[src/rtl/alu_arbiter_pkg.sv]
// Shared ALU definitions: opcodes, cond-code bit positions, widths and the
// arbiter FSM state encoding.
package alu_arbiter_pkg;

  localparam int ALU_DW  = 32;
  localparam int ALU_CW  = 4;
  localparam int ALU_CCW = 6;

  localparam logic [ALU_CW-1:0] OP_ADD  = 4'b0001;
  localparam logic [ALU_CW-1:0] OP_SUB  = 4'b1001;
  localparam logic [ALU_CW-1:0] OP_AND  = 4'b0011;
  localparam logic [ALU_CW-1:0] OP_OR   = 4'b0100;
  localparam logic [ALU_CW-1:0] OP_SLL  = 4'b0101;
  localparam logic [ALU_CW-1:0] OP_SRL  = 4'b1101;
  localparam logic [ALU_CW-1:0] OP_LUI  = 4'b0111;
  localparam logic [ALU_CW-1:0] OP_SLT  = 4'b0010;
  localparam logic [ALU_CW-1:0] OP_SLTU = 4'b1010;

  // Cond-code vector is {eq, ne, lt, gt, zero, carry}, MSB first.
  localparam int CC_EQ    = 5;
  localparam int CC_NE    = 4;
  localparam int CC_LT    = 3;
  localparam int CC_GT    = 2;
  localparam int CC_ZERO  = 1;
  localparam int CC_CARRY = 0;

  typedef enum logic [1:0] {
    ST_IDLE = 2'd0,
    ST_EXEC = 2'd1,
    ST_RESP = 2'd2
  } state_e;

endpackage

[src/rtl/alu_arbiter_rr_arb2.sv]
// Two-way grant selection: round-robin against the last winner, or fixed
// priority to port 0 when RR is cleared.
module rr_arb2 #(
  parameter bit RR = 1'b1
) (
  input  logic valid0,
  input  logic valid1,
  input  logic last_grant,
  output logic grant_valid,
  output logic grant_id
);

  // NOTE: every always_comb output gets a default first so no path can infer a latch.
  always_comb begin
    grant_valid = valid0 | valid1;
    grant_id    = 1'b0;
    if (valid0 && valid1) begin
      grant_id = RR ? ~last_grant : 1'b0;
    end else if (valid1) begin
      grant_id = 1'b1;
    end
  end

endmodule

[src/rtl/alu_arbiter.sv]
// Shares one ALU between two requesters: arbitrate, register operands, capture
// the result one cycle later and hold it on a single tagged response channel.
module alu_arbiter
  import alu_arbiter_pkg::*;
#(
  parameter int DW  = ALU_DW,
  parameter int CW  = ALU_CW,
  parameter int CCW = ALU_CCW,
  parameter bit RR  = 1'b1
) (
  input  logic           clk,
  input  logic           rst,
  input  logic           req0_valid,
  output logic           req0_ready,
  input  logic [CW-1:0]  req0_ctrl,
  input  logic [DW-1:0]  req0_a,
  input  logic [DW-1:0]  req0_b,
  input  logic           req1_valid,
  output logic           req1_ready,
  input  logic [CW-1:0]  req1_ctrl,
  input  logic [DW-1:0]  req1_a,
  input  logic [DW-1:0]  req1_b,
  output logic [CW-1:0]  alu_ctrl,
  output logic [DW-1:0]  alu_a,
  output logic [DW-1:0]  alu_b,
  input  logic [DW-1:0]  alu_res,
  input  logic [CCW-1:0] alu_cc,
  output logic           resp_valid,
  input  logic           resp_ready,
  output logic           resp_id,
  output logic [DW-1:0]  resp_data,
  output logic [CCW-1:0] resp_cc,
  output logic           busy
);

  state_e state;
  state_e state_next;
  logic   last_grant;
  logic   grant_valid;
  logic   grant_id;
  logic   accept;

  rr_arb2 #(.RR(RR)) u_arb (
    .valid0      (req0_valid),
    .valid1      (req1_valid),
    .last_grant  (last_grant),
    .grant_valid (grant_valid),
    .grant_id    (grant_id)
  );

  assign accept     = (state == ST_IDLE) && grant_valid;
  assign req0_ready = accept && !grant_id;
  assign req1_ready = accept && grant_id;
  assign resp_valid = (state == ST_RESP);
  assign busy       = (state != ST_IDLE);

  always_comb begin
    state_next = state;
    unique case (state)
      ST_IDLE: if (accept) state_next = ST_EXEC;
      ST_EXEC: state_next = ST_RESP;
      ST_RESP: if (resp_ready) state_next = ST_IDLE;
      default: state_next = ST_IDLE;
    endcase
  end

  // NOTE: registers use non-blocking assignments so each one samples pre-edge values.
  // NOTE: datapath regs are reset too: ALU opcode 0 must yield result 0 and the response reads 0.
  always_ff @(posedge clk) begin
    if (rst) begin
      state      <= ST_IDLE;
      last_grant <= 1'b1;
      alu_ctrl   <= '0;
      alu_a      <= '0;
      alu_b      <= '0;
      resp_id    <= 1'b0;
      resp_data  <= '0;
      resp_cc    <= '0;
    end else begin
      state <= state_next;
      if (accept) begin
        last_grant <= grant_id;
        resp_id    <= grant_id;
        alu_ctrl   <= grant_id ? req1_ctrl : req0_ctrl;
        alu_a      <= grant_id ? req1_a    : req0_a;
        alu_b      <= grant_id ? req1_b    : req0_b;
      end
      // Operands sat stable on the ALU for the whole EXEC cycle.
      if (state == ST_EXEC) begin
        resp_data <= alu_res;
        resp_cc   <= alu_cc;
      end
    end
  end

endmodule
[config.mk]
export PLATFORM = sky130hd
export DESIGN_NAME = alu_arbiter
export DESIGN_NICKNAME = d
export VERILOG_FILES = /design/src/rtl/alu_arbiter_pkg.sv /design/src/rtl/alu_arbiter_rr_arb2.sv /design/src/rtl/alu_arbiter.sv
export SDC_FILE = /design/constraint.sdc
export NUM_CORES = 1
export LEC_CHECK = 0
export ABC_AREA = 1
export CAP_MARGIN = 5
export CORE_MARGIN = 4
export CORE_UTILIZATION = 37
export CTS_BUF_LIST = sky130_fd_sc_hd__clkbuf_8
export DETAILED_ROUTE_END_ITERATION = 10
export PLACE_DENSITY = 0.76
export SLEW_MARGIN = 20
export SYNTH_ARGS = -nofsm -noshare
export SYNTH_HDL_FRONTEND = slang
export SYNTH_SLANG_ARGS = --single-unit
export TNS_END_PERCENT = 30
[constraint.sdc]
create_clock -name clk -period 1.55 [get_ports clk]
set_clock_uncertainty 0.05 [all_clocks]
set_input_delay 0.465 -clock clk [delete_from_list [all_inputs] [get_ports clk]]
set_output_delay 0.465 -clock clk [all_outputs]
set_load 0.005 [all_outputs]
==> impl_metrics.tcl, run 1 <==
set metrics [dict create \
    core_mm2 0.0145 \
    worstPathBufferInverterCount 3 \
    yosysWarnings 0 \
    start_kind "flop" \
    maxSlewHeadroom 0.677 \
    num_vias 5974 \
    fin_setup_tns_ns -0.655 \
    min_period_ns 1.84 \
    yosys_register_bits 110 \
    syn-num-nets 1033 \
    ant_nets 0 \
    leakagePower_nw 4.28 \
    dp_slack_ns -0.852 \
    end_kind "output pin" \
    worstPathMaxFanout 2 \
    grt_util_met3 0.0651 \
    crit_chain "nor2_2, buf_4, buf_6, o21ai_4, a21oi_2, buf_2" \
    ir_worst_vdd_mv 0.619 \
    cts-root-buf "clkbuf_8" \
    min_period_over_period 1.19 \
    gr-total-overflow 0 \
    violations "negative setup slack" \
    h-tree-depth 3 \
    clkTransAtPathRegs_ns 0.11 \
    power_density_mw_per_mm2 855 \
    placement.io_buffers 289 \
    grt_start_max_net_pins 92 \
    drv_slew 0 \
    finalWirelength_um 18000 \
    crit_arrival_ns 1.33 \
    drt_iter0_drc 359 \
    pin_count 290 \
    cts_tree "done" \
    hold_class "flop to flop" \
    ctsHoldBuffers 0 \
    fin_nets 1299 \
    die_h_um 129 \
    finalWeightedCongestion 0.807 \
    areaGrowthSynthToFinish_pct 61.8 \
    hold_viol 0 \
    critical-path-top-delay-family "buffers and inverters" \
    grt_use_total 0.203 \
    cts.path.max_buffers 2 \
    timing.fmax_ghz 0.543 \
    synth_cells 854 \
    crit_path_top_delay_cell "dfxtp_2" \
    die_width_um 129 \
    antenna_found_initial 1 \
    max_slew.worst_pin.slew_ns 0.485 \
    num_antenna_cells 0 \
    synth_area_mm2 0.00545 \
    hpwl_um 12700 \
    drc 0 \
    wire_per_inst_um 13.7 \
    fillCellCount 1373 \
    finalSetupViolCount 7 \
    use_met1 0.248 \
    cts_sinks 110 \
    drive_gt1_frac 0.108 \
    crit_required_ns 1.03 \
    num_rows 44 \
    ys_types 17 \
    slowest_delay_ns 0.34 \
    grt_pass1_wl_um 27200 \
    status "finished with violations" \
    whs_ns 0.416 \
    rsz0062_at_grt "yes" \
    start_util 0.376 \
    numCtsBuffers 9 \
    worstSkewPairLatency_ns 0.38 \
    dieArea_mm2 0.0167 \
    max-cap-violations 0 \
    fin_ws_ns -0.292 \
    criticalPathCategory "flop to output pin" \
    synth_area_per_cell_um2 6.38 \
    viasPerCell 4.56 \
    grt_pass1_vias 5392 \
    use_met2 0.332 \
    top_usage_layer "met2" \
    firstDrtPassIters 4 \
    ys_seq_area_frac 0.404 \
]
## where the power goes
part | internal (mW) | total [mW] | switching, mW
combinational | 1.26 | 2.43 | 1.17
clock | 0.640 | 1.77 | 1.13
sequential | 3.19 | 3.34 | 0.145
## synth_stat cells, drive strengths merged
cell	instances	area share
buf	36	0.034
a21oi	3	0.0028
o21ai	39	0.037
clkinv	1	0.00069
nand3	70	0.064
dfxtp	110	0.40
nor2	218	0.15
nand2	209	0.14
clkbuf	27	0.019
a21boi	68	0.094
inv	73	0.050
## cells in the final DEF, fill, tap and decap left out, types with 2 or more instances in the layout
master	n
dlygate4sd2_1	85
nor2_2	2
buf_6	5
inv_6	3
o21ai_0	35
nand3_1	70
buf_12	8
clkbuf_8	10
nor2_4	2
a21oi_1	2
nor2_1	214
dfxtp_1	50
inv_8	2
inv_2	2
clkdlybuf4s15_1	22
clkdlybuf4s50_1	176
buf_4	18
nand2_1	207
o21ai_1	3
inv_1	71
a21boi_0	38
a21boi_1	30
dfxtp_2	60
## worst reg2reg max path, stage by stage (launching register included)
cell and delay, ns:
dfxtp_2 0.36, nor2_2 0.04, buf_4 0.13, buf_6 0.11
o21ai_4 0.05, clkbuf_8 0.44, nand2_1 0.17, nand2_1 0.08
nor2_1 0.04
## area by class of cell
type / count / area (um^2) / share of cell area
repair buffers: 318 / 3110 / 0.353
multi-input cells: 607 / 2720 / 0.308
flip-flops and latches: 110 / 2280 / 0.258
inverters: 74 / 280 / 0.0318
well taps: 184 / 230 / 0.0261
clock buffers: 9 / 124 / 0.0141
clock inverters: 7 / 72.6 / 0.00823
## metal layers
metal  routed length (um)  vias up
met5                   12        -
met4                  492        2
met3                 1640       33
met2                 8390      188
met1                 7440     2599
li1                     -     3152
## what timing repair did
item	CTS	global route
setup endpoints to repair	182	104
gates resized for setup	185	37
buffers inserted	2	0
pin swaps	3	1
## sequential cells by signal, summed over array words and instances, names as in the netlist
register / count
resp_id: 1
alu_b: 32
resp_cc: 6
alu_ctrl: 4
resp_data: 32
state: 2
last_grant: 1
alu_a: 32
## path summary, 6_finish.rpt
| check | startpoint | endpoint | slack [ns] | cells past startpoint |
|---|---|---|---|---|
| max | state[0]$_SDFFE_PP0P_ | req0_ready | -0.29 | 6 |
| min | resp_id$_SDFFE_PP0P_ | resp_id$_SDFFE_PP0P_ | 0.42 | 2 |
| min reg2reg | resp_id$_SDFFE_PP0P_ | resp_id$_SDFFE_PP0P_ | 0.42 | 2 |
| max reg2reg | state[1]$_SDFFE_PP0P_ | alu_b[20]$_SDFFE_PP0P_ | 0 | 8 |
## cell families (layout without fill, tap and decap cells)
kind of cell / Yosys count / after routing / share of synthesized area
AOI/OAI and AO/OA: 110 / 110 / 0.133
buffers and inverters: 137 / 408 / 0.104
DFF: 110 / 110 / 0.404
and+or+nand+nor: 497 / 497 / 0.359
## through the flow
step / utilization / total power [mW] / area (um^2) / instances
floorplan: - / 4.53 / 5460 / 854
global placement: 0.594 / 5.97 / 8610 / 1291
detailed placement: 0.594 / 6.01 / 8610 / 1291
CTS: 0.605 / 7.62 / 8760 / 1309
global route: 0.609 / 8.04 / 8820 / 1309
finish: 0.609 / 7.54 / 8820 / 1309
(Power assumes the default switching activity.)
==> run 2, diff against run 1 <==
--- a/config.mk
+++ b/config.mk
@@ -5,13 +5,12 @@
 export SDC_FILE = /design/constraint.sdc
 export NUM_CORES = 1
 export LEC_CHECK = 0
-export ABC_AREA = 1
 export CAP_MARGIN = 5
 export CORE_MARGIN = 4
-export CORE_UTILIZATION = 37
+export CORE_UTILIZATION = 34
 export CTS_BUF_LIST = sky130_fd_sc_hd__clkbuf_8
 export DETAILED_ROUTE_END_ITERATION = 10
-export PLACE_DENSITY = 0.76
+export PLACE_DENSITY = 0.75
 export SLEW_MARGIN = 20
 export SYNTH_ARGS = -nofsm -noshare
 export SYNTH_HDL_FRONTEND = slang
==> impl_metrics.tcl, run 2 <==
set metrics [dict create \
    drc 0 \
    num_rows 42 \
    cts_tree "done" \
    drv_slew 0 \
    wire_per_inst_um 17.3 \
    power_mw 7.21 \
    areaGrowthSynthToFinish_pct 74.3 \
    yosysTopAreaCell "dfxtp_1" \
    synth_area_leaders "dfxtp_1 48%, nand2_1 17%, a21oi_1 12%" \
    final_cell_mix "214 x nand2_1, 175 x clkdlybuf4s50_1, 108 x a21oi_1" \
    synth-edff-count 0 \
    synth_top_area_frac 0.476 \
    synth_ff_type "dfxtp_1" \
    timing.fmax_ghz 0.560 \
    numCtsBuffers 9 \
    synth_area_per_cell_um2 8.04 \
    yosys_register_bits 110 \
    finalSetupViolCount 4 \
    violations "negative setup slack" \
    power_density_mw_per_mm2 895 \
    timing.rr.end "alu_b[17]$_SDFFE_PP0P_" \
    hold_depth 2 \
    rsz0062_at_grt "yes" \
    h-tree-depth 3 \
    yosysWarnings 0 \
    start_kind "input port" \
    grt_pass1_wl_um 27700 \
    min_from "rst" \
    ys_types 22 \
    clkTransAtPathRegs_ns 0.09 \
    fin_ws_ns -0.235 \
    cts.path.max_buffers 2 \
    worstSkewPairLatency_ns 0.36 \
    cts-root-buf "clkbuf_8" \
    firstDrtPassIters 4 \
    num_antenna_cells 0 \
    viasPerCell 5.14 \
    core_mm2 0.0133 \
    synth_area_mm2 0.00462 \
    hold_end "last_grant$_SDFFE_PP1P_" \
    crit_required_ns 1.03 \
    antenna_found_initial 0 \
    mostFrequentLayoutCell "nand2_1" \
    postLayoutCoreUtil 0.606 \
    num_vias 5327 \
    gr-total-overflow 0 \
    synth_cells 575 \
    min_period_ns 1.79 \
    crit_arrival_ns 1.27 \
    ys_seq_area_frac 0.476 \
    status "finished with violations" \
    dieArea_mm2 0.0155 \
    ctsHoldBuffers 0 \
    maxSlewHeadroom 0.714 \
    synth_most_common_cell "nand2_1" \
    hold_viol 0 \
    reg2reg_slack_ns 0.06 \
    grt_start_max_net_pins 72 \
    max-cap-violations 0 \
    min_period_over_period 1.15 \
    cts_sinks 110 \
    die_h_um 125 \
    finalWirelength_um 18000 \
    start_util 0.348 \
    drt_iter0_drc 247 \
    pin_count 290 \
    placement.io_buffers 289 \
    grt_use_total 0.218 \
    end_kind "output pin" \
    reg.largest.list "alu_a: 32 flops, alu_b: 32 flops, resp_data: 32 flops" \
    die_width_um 125 \
    hpwl_um 12800 \
    leakagePower_nw 3.42 \
    max_slew.worst_pin.slew_ns 0.430 \
    grt_pass1_vias 5373 \
    ir_worst_vdd_mv 0.623 \
    synth_commonest_cells "215 x nand2_1, 110 x dfxtp_1, 108 x a21oi_1, 57 x a311oi_1, 30 x buf_2" \
    syn-num-nets 754 \
    hold_class "input port to flop" \
    drive_gt1_frac 0.157 \
    reg2reg_from "state[1]$_SDFFE_PP0P_" \
    worstPathMaxFanout 5 \
    finalWeightedCongestion 0.866 \
    criticalPathCategory "input port to output pin" \
    r2r_cells 8 \
    fin_nets 1035 \
    postSynth.asyncResetShare 0 \
    ant_nets 0 \
]
run 2: worst max-delay path by stage:
| stage | from | endpoint | slack (ns) |
|---|---|---|---|
| 2_1_floorplan | req0_valid | req0_ready | -0.004 |
| 3_3_place_gp | req1_valid | req1_ready | -0.90 |
| 3_5_place_dp | req1_valid | req1_ready | -0.89 |
| 4_1_cts | state[0]$_SDFFE_PP0P_ | req0_ready | -0.24 |
| 5_1_grt | state[1]$_SDFFE_PP0P_ | req0_ready | -0.28 |
| 6_report | req1_valid | req0_ready | -0.24 |
run 2: metal layers:
layer  vias up  wire (um)  GRT usage
li1       2559          -          -
met3        51       1420     0.0635
met5         -          0          0
met1      2464       6870      0.245
met4         0        845      0.119
met2       253       8830      0.369
run 2: cell type report:
class | count | area, um^2
multi-input cells | 406 | 2150
repair buffers | 327 | 3220
flip-flops and latches | 110 | 2270
fillers | 1196 | 5230
well taps | 176 | 220
clock inverters | 5 | 51.3
inverters | 2 | 10.0
clock buffers | 10 | 138
run 2: worst max-delay path, cell delays in order:
cell,delay (ns)
dlygate4sd2_1,0.28
a21boi_4,0.15
buf_4,0.16
nor2_4,0.11
buf_6,0.11
run 2: metrics by stage:
step | hold WS, ns | TNS (ns) | setup slack, ns | area, um^2 | std cells
after floorplan | 0.403 | -0.00397 | -0.00397 | 4640 | 575
after global placement | 0.392 | -54.70 | -0.900 | 7720 | 1009
after detailed placement | 0.397 | -58.67 | -0.895 | 7720 | 1009
after CTS | 0.257 | -0.690 | -0.238 | 7930 | 1028
after global routing | 0.264 | -2.73 | -0.285 | 8060 | 1036
final | 0.287 | -0.658 | -0.235 | 8060 | 1036
run 2: cell families after synthesis:
logic type / after synthesis / share of synthesized area
AO/OA/AOI/OAI: 180 / 0.268
AND/OR/NAND/NOR: 226 / 0.189
flip-flops: 110 / 0.476
buffers and inverters: 59 / 0.0666
run 2: report_power, final:
group / internal [mW] / total [mW] / switching (mW)
registers: 3.15 / 3.30 / 0.149
logic: 1.21 / 2.19 / 0.981
clock network: 0.773 / 1.73 / 0.955
total: 5.13 / 7.21 / 2.08
run 2: what timing repair did:
item,CTS,global route
buffers inserted,4,7
pin swaps,3,3
hold endpoints to repair,0,0
endpoints found under the setup margin,179,89
cloned,0,3
gates resized for setup,194,24
==> run 3, diff against run 2 <==
--- a/config.mk
+++ b/config.mk
@@ -9,6 +9,7 @@
 export CORE_MARGIN = 4
 export CORE_UTILIZATION = 34
 export CTS_BUF_LIST = sky130_fd_sc_hd__clkbuf_8
+export CTS_CLUSTER_SIZE = 30
 export DETAILED_ROUTE_END_ITERATION = 10
 export PLACE_DENSITY = 0.75
 export SLEW_MARGIN = 20
==> results of run 3 <==
No change in the layout: final DEF, timing and power equal those of run 2.
